### config.mk
export PLATFORM = sky130hd
export DESIGN_NAME = switch_debouncer
export DESIGN_NICKNAME = d
export VERILOG_FILES = /design/src/rtl/switch_debouncer_pkg.sv /design/src/rtl/switch_debouncer_bit.sv /design/src/rtl/switch_debouncer.sv
export SDC_FILE = /design/constraint.sdc
export NUM_CORES = 1
export LEC_CHECK = 0
export BUFFER_PORTS_ARGS = -buffer_cell sky130_fd_sc_hd__buf_2
export CAP_MARGIN = 30
export CORE_ASPECT_RATIO = 0.5
export CORE_MARGIN = 5
export CORE_UTILIZATION = 40
export CTS_BUF_LIST = sky130_fd_sc_hd__clkbuf_8
export DETAILED_ROUTE_END_ITERATION = 10
export HOLD_SLACK_MARGIN = 0.02
export SYNTH_ARGS = -nofsm -noshare
export SYNTH_HDL_FRONTEND = slang
export SYNTH_SLANG_ARGS = --single-unit
export TNS_END_PERCENT = 10
### constraint.sdc
create_clock -name clk -period 8.9 [get_ports clk]
set_input_delay 1.335 -clock clk [delete_from_list [all_inputs] [get_ports clk]]
set_output_delay 1.335 -clock clk [all_outputs]
set_load 0.1 [all_outputs]
### src/rtl/switch_debouncer_pkg.sv
// -----------------------------------------------------------------------------
// switch_debouncer_pkg
// Shared constants for the board switch debouncer.
//   SW_WIDTH             : number of board switches handled by the debouncer
//   DEBOUNCE_MAX_DEFAULT : default stable-cycle count before a level is accepted
//   SYNC_STAGES_DEFAULT  : default synchronizer depth
// -----------------------------------------------------------------------------
package switch_debouncer_pkg;

    localparam int unsigned SW_WIDTH             = 8;
    localparam int unsigned DEBOUNCE_MAX_DEFAULT = 50000;
    localparam int unsigned SYNC_STAGES_DEFAULT  = 2;

endpackage : switch_debouncer_pkg

### src/rtl/switch_debouncer_bit.sv
// -----------------------------------------------------------------------------
// debounce_bit
// Synchronizer, stability counter and accepted level for one switch input.
//   clk     : system clock, rising edge
//   rst     : asynchronous active-high reset
//   raw     : asynchronous switch level
//   stable  : debounced level (registered)
//   update  : combinational strobe, high in the cycle before stable takes a
//             new value, so the top can register its changed flag on the same
//             edge that stable changes
// -----------------------------------------------------------------------------
module debounce_bit #(
    parameter int unsigned DEBOUNCE_MAX = 50000,
    parameter int unsigned SYNC_STAGES  = 2
) (
    input  logic clk,
    input  logic rst,
    input  logic raw,
    output logic stable,
    output logic update
);

    localparam int unsigned CNT_W = $clog2(DEBOUNCE_MAX);
    localparam logic [CNT_W-1:0] CNT_LAST = CNT_W'(DEBOUNCE_MAX - 1);

    logic [SYNC_STAGES-1:0] sync_q;
    logic [CNT_W-1:0]       count;
    logic                   sync_bit;
    logic                   differs;

    assign sync_bit = sync_q[SYNC_STAGES-1];
    assign differs  = (sync_bit != stable);
    assign update   = differs && (count == CNT_LAST);

    // Raw level enters at bit 0 and shifts toward the top bit, which is the
    // only one used for comparison.
    always_ff @(posedge clk or posedge rst) begin
        if (rst) begin
            sync_q <= '0;
        end else begin
            sync_q <= {sync_q[SYNC_STAGES-2:0], raw};
        end
    end

    // Any cycle that agrees with the accepted level restarts the count, so a
    // glitch shorter than DEBOUNCE_MAX cycles never reaches the accept point.
    // The count saturates by construction: reaching CNT_LAST while still
    // different always accepts and clears.
    always_ff @(posedge clk or posedge rst) begin
        if (rst) begin
            count  <= '0;
            stable <= 1'b0;
        end else if (!differs) begin
            count <= '0;
        end else if (count == CNT_LAST) begin
            count  <= '0;
            stable <= sync_bit;
        end else begin
            count <= count + CNT_W'(1);
        end
    end

endmodule : debounce_bit

### src/rtl/switch_debouncer.sv
// -----------------------------------------------------------------------------
// switch_debouncer
// Debounces the board switches for the I/O read mux and flags changes.
//   clk            : system clock, rising edge
//   rst            : asynchronous active-high reset
//   switches_raw   : asynchronous board switch levels
//   ack            : clears change_pending (I/O-space read decode)
//   switches       : debounced switch value (registered)
//   changed        : one-cycle pulse in the cycle switches shows a new value
//   change_pending : sticky flag, set on change, cleared by ack
// -----------------------------------------------------------------------------
module switch_debouncer
    import switch_debouncer_pkg::*;
#(
    parameter int unsigned DEBOUNCE_MAX = DEBOUNCE_MAX_DEFAULT,
    parameter int unsigned SYNC_STAGES  = SYNC_STAGES_DEFAULT
) (
    input  logic                clk,
    input  logic                rst,
    input  logic [SW_WIDTH-1:0] switches_raw,
    input  logic                ack,
    output logic [SW_WIDTH-1:0] switches,
    output logic                changed,
    output logic                change_pending
);

    logic [SW_WIDTH-1:0] bit_update;
    logic                any_update;

    for (genvar i = 0; i < SW_WIDTH; i++) begin : g_bit
        debounce_bit #(
            .DEBOUNCE_MAX (DEBOUNCE_MAX),
            .SYNC_STAGES  (SYNC_STAGES)
        ) u_debounce_bit (
            .clk    (clk),
            .rst    (rst),
            .raw    (switches_raw[i]),
            .stable (switches[i]),
            .update (bit_update[i])
        );
    end

    assign any_update = |bit_update;

    // changed is registered from the update strobe so it rises on the same
    // edge as switches. An ack seen while changed is still high does not
    // clear the flag, so a read racing a fresh change never loses it.
    always_ff @(posedge clk or posedge rst) begin
        if (rst) begin
            changed        <= 1'b0;
            change_pending <= 1'b0;
        end else begin
            changed <= any_update;
            if (any_update) begin
                change_pending <= 1'b1;
            end else if (ack && !changed) begin
                change_pending <= 1'b0;
            end
        end
    end

endmodule : switch_debouncer

==> results of run 1 <==
-- cell families (layout without fill, tap and decap cells) --
kind of cell    after synthesis  in the layout
compound gates               16             16
xor+xnor                    114            114
fa+ha+maj                     8              8
buf+inv                      47             81
flops                       154            154
mux                           7              7
simple gates                357            357
-- final timing paths --
path,to,slack [ps],depth (start not counted)
worst max-delay path,switches[5],6280,1
worst min-delay path,g_bit[6].u_debounce_bit.sync_q[1]$_DFF_PP0_,360,0
worst max register to register,g_bit[7].u_debounce_bit.count[2]$_DFF_PP0_,6760,4
worst min register to register,g_bit[6].u_debounce_bit.sync_q[1]$_DFF_PP0_,360,0
max in group asynchronous,g_bit[3].u_debounce_bit.count[2]$_DFF_PP0_,6600,3
min in group asynchronous,g_bit[0].u_debounce_bit.sync_q[1]$_DFF_PP0_,1070,2
-- layout by cell type (no fill, tap or decap), types with 7 or more instances in the layout --
cell,instances
dfrtp_1,154
nor2_1,131
xnor2_1,89
nand3_1,39
nand4_1,35
nor4_1,32
nand2_1,31
nor3_1,28
inv_1,26
xor2_1,25
buf_2,20
clkbuf_8,18
nor4bb_1,10
and3_1,8
and4_1,8
ha_1,8
o21ai_0,7
or3_1,7
-- sequential cells by signal, summed over array words and instances (netlist names) --
register	flops
change_pending	1
changed	1
g_bit.u_debounce_bit.count	128
g_bit.u_debounce_bit.stable	8
g_bit.u_debounce_bit.sync_q	16
-- cell type report --
class,count,area [sq um]
Sequential cell,154,3850
Inverter,28,110
Timing Repair Buffer,21,108
Tap cell,234,293
Clock buffer,18,248
Fill cell,1659,9670
Multi-Input combinational cell,502,3150
Clock inverter,14,136
-- layer usage --
layer	wire length, um	global-route usage, %
met1	6500	17.8
met2	6000	20.8
met3	405	3.50
met4	161	4.46
met5	0	0
-- power by group through the flow --
stage	sequential [mW]	clock, mW	combinational (mW)
after floorplan	0.734	0	0.0331
after detailed placement	0.737	0	0.0440
final	0.723	0.518	0.0420
after global routing	0.725	0.566	0.0513
after global placement	0.736	0	0.0431
after CTS	0.723	0.540	0.0442
==> out/qor.csv, run 1 <==
metric,value,unit
status,finished clean,
CP startpoint,g_bit[5].u_debounce_bit.stable$_DFFE_PP0P_,
CTS root buf,clkbuf_8,
final hold vios,0,
"EDFF count, synth",0,
Synth Warn #,0,
mean post-synth cell area,10.3,sq um
Syn Nets,722,
hold_buf cts,0,
GR Util All Layers,13.2,%
post-synthesis compound-gate area fraction,1.30,%
#FFs+latches synth,154,
Logic pwr share,3.3,%
period utilization,29.4,%
Startpoint Class,register,
main combinational cell family by area after synthesis,simple AND/OR/NAND/NOR gates,
CP top delay family,buffers and inverters,
Switching Share,25.3,%
DRT iter0 DRCs,326,
CTS tree,built,
Top Ports,21,
data required time of the critical path,7570,ps
postcts setup bufs,0,
Max Slew Vio Count,0,
top post-synthesis cells by count,"154 x dfrtp_1, 131 x nor2_1, 89 x xnor2_1, 39 x nand3_1, 35 x nand4_1",
Hold/Removal Path Class,reg2reg,
Cells after Synth,703,
worst path arrival time,1280,ps
largest net degree at the start of global routing,98,
largest cells by area after synthesis,"dfrtp_1 53%, xnor2_1 11%, nor2_1 6.8%",
Non-Filler Instances,971,
Initial DRT Pass Iterations,5,
layout cells sized above 1,8.96,%
cell area after layout,7900,sq um
Cell Pwr Density,162,nW/um^2
dpl hpwl,8650,um
"Primary FF master, synth",dfrtp_1,
Routed WL,13100,um
P_leak,3.22,nW
Yosys cell types,38,
TritonCTS buffer count,17,
vias in the first global route,4907,
ANT nets after route,0,
hold_sp,g_bit[6].u_debounce_bit.sync_q[0]$_DFF_PP0_,
maximum vdd drop,0.0963,mV
Core ar.,17600,sq um
synthesis-to-finish area growth,9.35,%
Die W,200,um
Post-Synth Simple-Gate Area,26.0,%
Flop pwr share,56.3,%
Rel. slew slack,43.7,%
placed insts,939,
CTS resizes,0,
Longest Clk Path Bufs,2,
Worst-Margin Slew,844,ps
# clock sinks,154,
RSZ-0062 raised after global routing,false,
Worst Skew,13.1,ps
Placer Congestion,0.791,
CP Capture Type,output port,
clock-pin slew on the worst setup and hold paths,90,ps
Nets,743,
WP buf/inv,1,
fmax,382,MHz
proportion of synthesized area in mux cells,1.09,%
setup TNS,0,ps
Die Area,21000,sq um
Clk network pwr share,40.4,%
DRC Markers,0,
initial antenna violation count,0,
critical path's slowest cell,buf_2,
Die Height,105,um
"worst slack, placed",5990,ps
worst-path cell chain,buf_2,
final setup margin,6280,ps
Cell Rows,34,
first-pass GRT wire length,22900,um
register area share after synthesis,53.3,%
CTS HTree Levels,4,
switching power,325,uW
WHS,355,ps
Worst R2R Start,g_bit[7].u_debounce_bit.count[4]$_DFF_PP0_,
adder-cell share of the synthesized area,1.39,%
Final Critical Period,2620,ps
Inserted Diodes,0,
count of buffers from port buffering,20,
top-count cell post-synth,dfrtp_1,
crit-path max cell delay,450,ps
WS Path Type,reg2out,
top cell type's share of synthesized area,53.3,%
Final Util,45.0,%
Via density,5.09,
Post-synth ARST share,100,%
DP Area,7520,sq um
grt total ovfl,0,
Clock Latency Late Sink,450,ps
worst-path maximum fanout,3,
P_int,958,uW
Final setup viols,0,
post-synthesis cell area,7220,sq um
Initial Util,41.1,%
Synth Area in XOR/XNOR,13.8,%
Yosys top cell by area,dfrtp_1,
Max Cap Viol,0,
via count,4940,
routed len/inst,13.5,um
Pwr Total,1.28,mW
Power figures use the tool's default switching activity.
==> inputs of run 2 (changes only) <==
- clock period: 8.9 -> 2.45 ns (I/O delays scaled with it)
==> out/qor.csv, run 2 (synthesis gave the netlist of run 1 again) <==
metric,value,unit
Die Area,21000,sq um
DRT iter0 DRCs,331,
most frequent cells in the layout,"154 x dfrtp_1, 131 x nor2_1, 89 x xnor2_1, 39 x nand3_1, 35 x nand4_1",
Clock Latency Late Sink,440,ps
fmax,533,MHz
Top Ports,21,
hold_buf cts,8,
Hold/Removal Path Class,in2async,
RSZ-0062 raised after global routing,false,
cell area after layout,8060,sq um
GR Util All Layers,13.4,%
biggest regs,"g_bit.u_debounce_bit.count: 128 flops, g_bit.u_debounce_bit.sync_q: 16 flops, g_bit.u_debounce_bit.stable: 8 flops",
max reg flops,128,
maximum vdd drop,0.308,mV
worst-path maximum fanout,16,
Routed WL,13100,um
CP Capture Type,register,
Cell Rows,34,
CTS tree,built,
# clock sinks,154,
Die W,200,um
count of buffers from port buffering,20,
status,finished clean,
Inserted Diodes,0,
WS Path Type,reg2reg,
"worst slack, placed",553,ps
ANT nets after route,0,
CTS root buf,clkbuf_8,
Startpoint Class,register,
Final setup viols,0,
Core ar.,17600,sq um
final hold vios,0,
Reg2Reg Setup Slack,570,ps
Placer Congestion,0.786,
Pwr Total,4.60,mW
Via density,5.02,
CTS resizes,0,
Final Critical Period,1880,ps
Cell Pwr Density,571,nW/um^2
largest net degree at the start of global routing,33,
Rel. slew slack,46.6,%
Longest Clk Path Bufs,2,
final setup margin,573,ps
Initial DRT Pass Iterations,4,
DP Area,7610,sq um
CTS HTree Levels,4,
first-pass GRT wire length,23400,um
TritonCTS buffer count,17,
worst path arrival time,2170,ps
"commonest non-fill, non-tap cell in the layout",dfrtp_1,
layout cells sized above 1,9.45,%
Die Height,105,um
initial antenna violation count,0,
Worst-Margin Slew,799,ps
R2R cell count,5,
via count,4945,
Largest Register,g_bit.u_debounce_bit.count,
P_leak,3.29,nW
dpl hpwl,8900,um
Max Slew Vio Count,0,
grt total ovfl,0,
postcts setup bufs,0,
synthesis-to-finish area growth,11.6,%
DRC Markers,0,
clock-pin slew on the worst setup and hold paths,90,ps
period utilization,76.6,%
routed len/inst,13.3,um
Initial Util,41.1,%
Max Cap Viol,0,
fillcell total,1651,
Worst Skew,14.3,ps
data required time of the critical path,2750,ps
vias in the first global route,4899,
setup TNS,0,ps
Nets,757,
run 2: changes by cell type in the layout (fill, tap and decap cells not counted), moves of 2 or more:
cell / change
buf_12: +4
buf_4: +2
clkinvlp_4: +2
dlygate4sd3_1: +8
inv_6: -4
run 2: power breakdown:
| group | switching [mW] | total (mW) | leakage [nW] | internal [mW] |
|---|---|---|---|---|
| Combinational | 0.117 | 0.182 | 1.01 | 0.0650 |
| Clock | 0.963 | 1.79 | 0.187 | 0.832 |
| Sequential | 0.0406 | 2.63 | 2.09 | 2.58 |
run 2: path summary, 6_finish.rpt:
| check | startpoint | to |
|---|---|---|
| worst max-delay path | g_bit[2].u_debounce_bit.count[0]$_DFF_PP0_ | g_bit[2].u_debounce_bit.count[6]$_DFF_PP0_ |
| worst min register to register | g_bit[7].u_debounce_bit.sync_q[0]$_DFF_PP0_ | g_bit[7].u_debounce_bit.sync_q[1]$_DFF_PP0_ |
| worst max register to register | g_bit[2].u_debounce_bit.count[0]$_DFF_PP0_ | g_bit[2].u_debounce_bit.count[6]$_DFF_PP0_ |
| max in group asynchronous | rst | g_bit[6].u_debounce_bit.stable$_DFFE_PP0P_ |
| worst min-delay path | rst | g_bit[0].u_debounce_bit.sync_q[0]$_DFF_PP0_ |
| min in group clk | ack | change_pending$_DFFE_PP0P_ |
run 2: routing by layer:
layer  GRT usage (%)  routed length, um  vias up
li1                -                  -     2497
met5               0                  0        -
met1            19.0               6720     2397
met2            20.8               5980       47
met3            3.50                313        4
met4            3.20                 73        0
run 2: final cells by class:
class / instances / area (sq um) / area share [%]
flip-flops and latches: 154 / 3850 / 47.8
multi-input cells: 502 / 3150 / 39.1
well taps: 234 / 293 / 3.63
repair buffers: 35 / 283 / 3.51
clock buffers: 18 / 248 / 3.07
clock inverters: 14 / 124 / 1.54
inverters: 28 / 109 / 1.35
run 2: per-stage QoR:
stage	instances	util, %	hold WS, ps
finish	985	45.9	66.0
global route	985	45.9	94.0
CTS	985	45.9	69.6
detailed placement	945	43.3	335
global placement	945	43.3	332
floorplan	703	-	331
run 2: critical path, stage by stage, from the launching register on:
cell and delay (ps):
dfrtp_1 400, ha_1 220, and3_1 230, and4_1 280, nand2b_1 490, nor2_1 120
==> inputs of run 3 (changes only) <==
- clock period: 2.45 -> 1.5 ns (I/O delays scaled with it)
==> out/qor.csv, run 3 (synthesis gave the netlist of run 1 again) <==
metric,value,unit
layout cells sized above 1,30.6,%
largest net degree at the start of global routing,36,
crit-path max cell delay,550,ps
TritonCTS buffer count,17,
Worst-Margin Slew,442,ps
Largest Register,g_bit.u_debounce_bit.count,
fmax,584,MHz
Die Height,105,um
Max Cap Viol,0,
failing checks,negative setup slack,
Via density,4.90,
via count,5572,
period utilization,114,%
final setup margin,-213,ps
P_leak,4.16,nW
grt total ovfl,0,
Inserted Diodes,0,
WS Path Type,reg2reg,
DP Area,8770,sq um
max reg flops,128,
most frequent cells in the layout,"154 x dfrtp_1, 150 x buf_4, 129 x nor2_1, 88 x xnor2_1, 38 x nand3_1",
count of buffers from port buffering,20,
Cell Rows,34,
WP buf/inv,0,
worst-path cell chain,or4b_4 -> nor4_4 -> nand2b_4 -> nor2_1,
biggest regs,"g_bit.u_debounce_bit.count: 128 flops, g_bit.u_debounce_bit.sync_q: 16 flops, g_bit.u_debounce_bit.stable: 8 flops",
vias in the first global route,5721,
CP Capture Type,register,
Placer Congestion,0.817,
CTS root buf,clkbuf_8,
DRT iter0 DRCs,279,
Clk network pwr share,42.9,%
Final Critical Period,1710,ps
worst path arrival time,2040,ps
Core ar.,17600,sq um
DRC Markers,0,
Pwr Total,8.29,mW
switching power,1.93,mW
worst-path maximum fanout,16,
initial antenna violation count,0,
Nets,909,
status,"complete, but fails checks",
Startpoint Class,register,
dpl hpwl,10700,um
Final setup viols,60,
Rel. slew slack,70.5,%
ANT nets after route,0,
cell area after layout,9740,sq um
Hold/Removal Path Class,in2reg,
Initial DRT Pass Iterations,5,
GR Util All Layers,15.4,%
"commonest non-fill, non-tap cell in the layout",dfrtp_1,
Switching Share,23.3,%
Cell Pwr Density,851,nW/um^2
first-pass GRT wire length,26700,um
# clock sinks,154,
data required time of the critical path,1830,ps
Initial Util,41.1,%
Top Ports,21,
RSZ-0062 raised after global routing,true,
Longest Clk Path Bufs,2,
Flop pwr share,51.6,%
final hold vios,0,
Logic pwr share,5.6,%
maximum vdd drop,0.608,mV
CTS tree,built,
routed len/inst,13.4,um
critical path's slowest cell,or4b_4,
Routed WL,15200,um
Die W,200,um
Die Area,21000,sq um
P_int,6.36,mW
Clock Latency Late Sink,450,ps
Worst Skew,11.2,ps
clock-pin slew on the worst setup and hold paths,90,ps
Max Slew Vio Count,0,
synthesis-to-finish area growth,34.9,%
CTS HTree Levels,4,
Reg2Reg Setup Slack,-210,ps
CP top delay family,simple AND/OR/NAND/NOR gates,
[run 3: area by class of cell]
type	instances	area (sq um)
multi-input cells	502	3510
inverters	28	109
clock inverters	12	189
well taps	234	293
flip-flops and latches	154	3850
fillers	1524	7830
repair buffers	187	1530
clock buffers	19	262
[run 3: what timing repair did]
action / 4_1_cts / 5_1_grt
pin swaps: 25 / 29
setup buffers: 2 / 1
gates cloned: 0 / 0
hold buffers: 9 / 0
gates resized for setup: 48 / 38
endpoints found under the hold margin: 16 / 0
endpoints found under the setup margin: 92 / 118
[run 3: tightest hold or removal path: cells and delay by family]
family | cells | cell delay [ps]
AOI/OAI and AO/OA | 1 | 90
and+or+nand+nor | 1 | 80
buffers and inverters | 2 | 150
[run 3: final timing paths]
check                                                            startpoint                                     endpoint  cells after the start
worst max-delay path            g_bit[7].u_debounce_bit.count[10]$_DFF_PP0_  g_bit[7].u_debounce_bit.count[14]$_DFF_PP0_                      4
worst min-delay path                                                    ack                   change_pending$_DFFE_PP0P_                      4
worst max register to register  g_bit[7].u_debounce_bit.count[10]$_DFF_PP0_  g_bit[7].u_debounce_bit.count[14]$_DFF_PP0_                      4
worst min register to register  g_bit[4].u_debounce_bit.sync_q[0]$_DFF_PP0_  g_bit[4].u_debounce_bit.sync_q[1]$_DFF_PP0_                      0
max in group asynchronous                                               rst   g_bit[2].u_debounce_bit.count[8]$_DFF_PP0_                      4
min in group asynchronous                                               rst   g_bit[0].u_debounce_bit.count[4]$_DFF_PP0_                      3
[run 3: per-layer routing]
metal  global-route usage [%]  up-vias  wire [um]
met2                     25.4       62       7470
met3                     3.41       16        370
li1                         -     2813          -
met4                     4.17        0        158
met5                        0        -          0
met1                     20.4     2681       7220
[run 3: power groups by stage]
stage / sequential (mW) / combinational, mW / clock (mW)
global placement: 4.35 / 0.423 / 0
global route: 4.28 / 0.529 / 3.84
CTS: 4.27 / 0.464 / 3.69
floorplan: 4.36 / 0.197 / 0
detailed placement: 4.35 / 0.433 / 0
finish: 4.27 / 0.463 / 3.55
[run 3: through the flow]
step	setup TNS (ps)	setup slack, ps	hold slack [ps]	utilization, %	instances
2_1_floorplan	-112020	-670	256	-	703
3_3_place_gp	-9950	-273	262	49.9	1094
3_5_place_dp	-10650	-309	260	49.9	1094
5_1_grt	-12670	-313	197	55.5	1136
6_report	-5570	-213	141	55.5	1136
4_1_cts	-5970	-227	128	54.3	1135
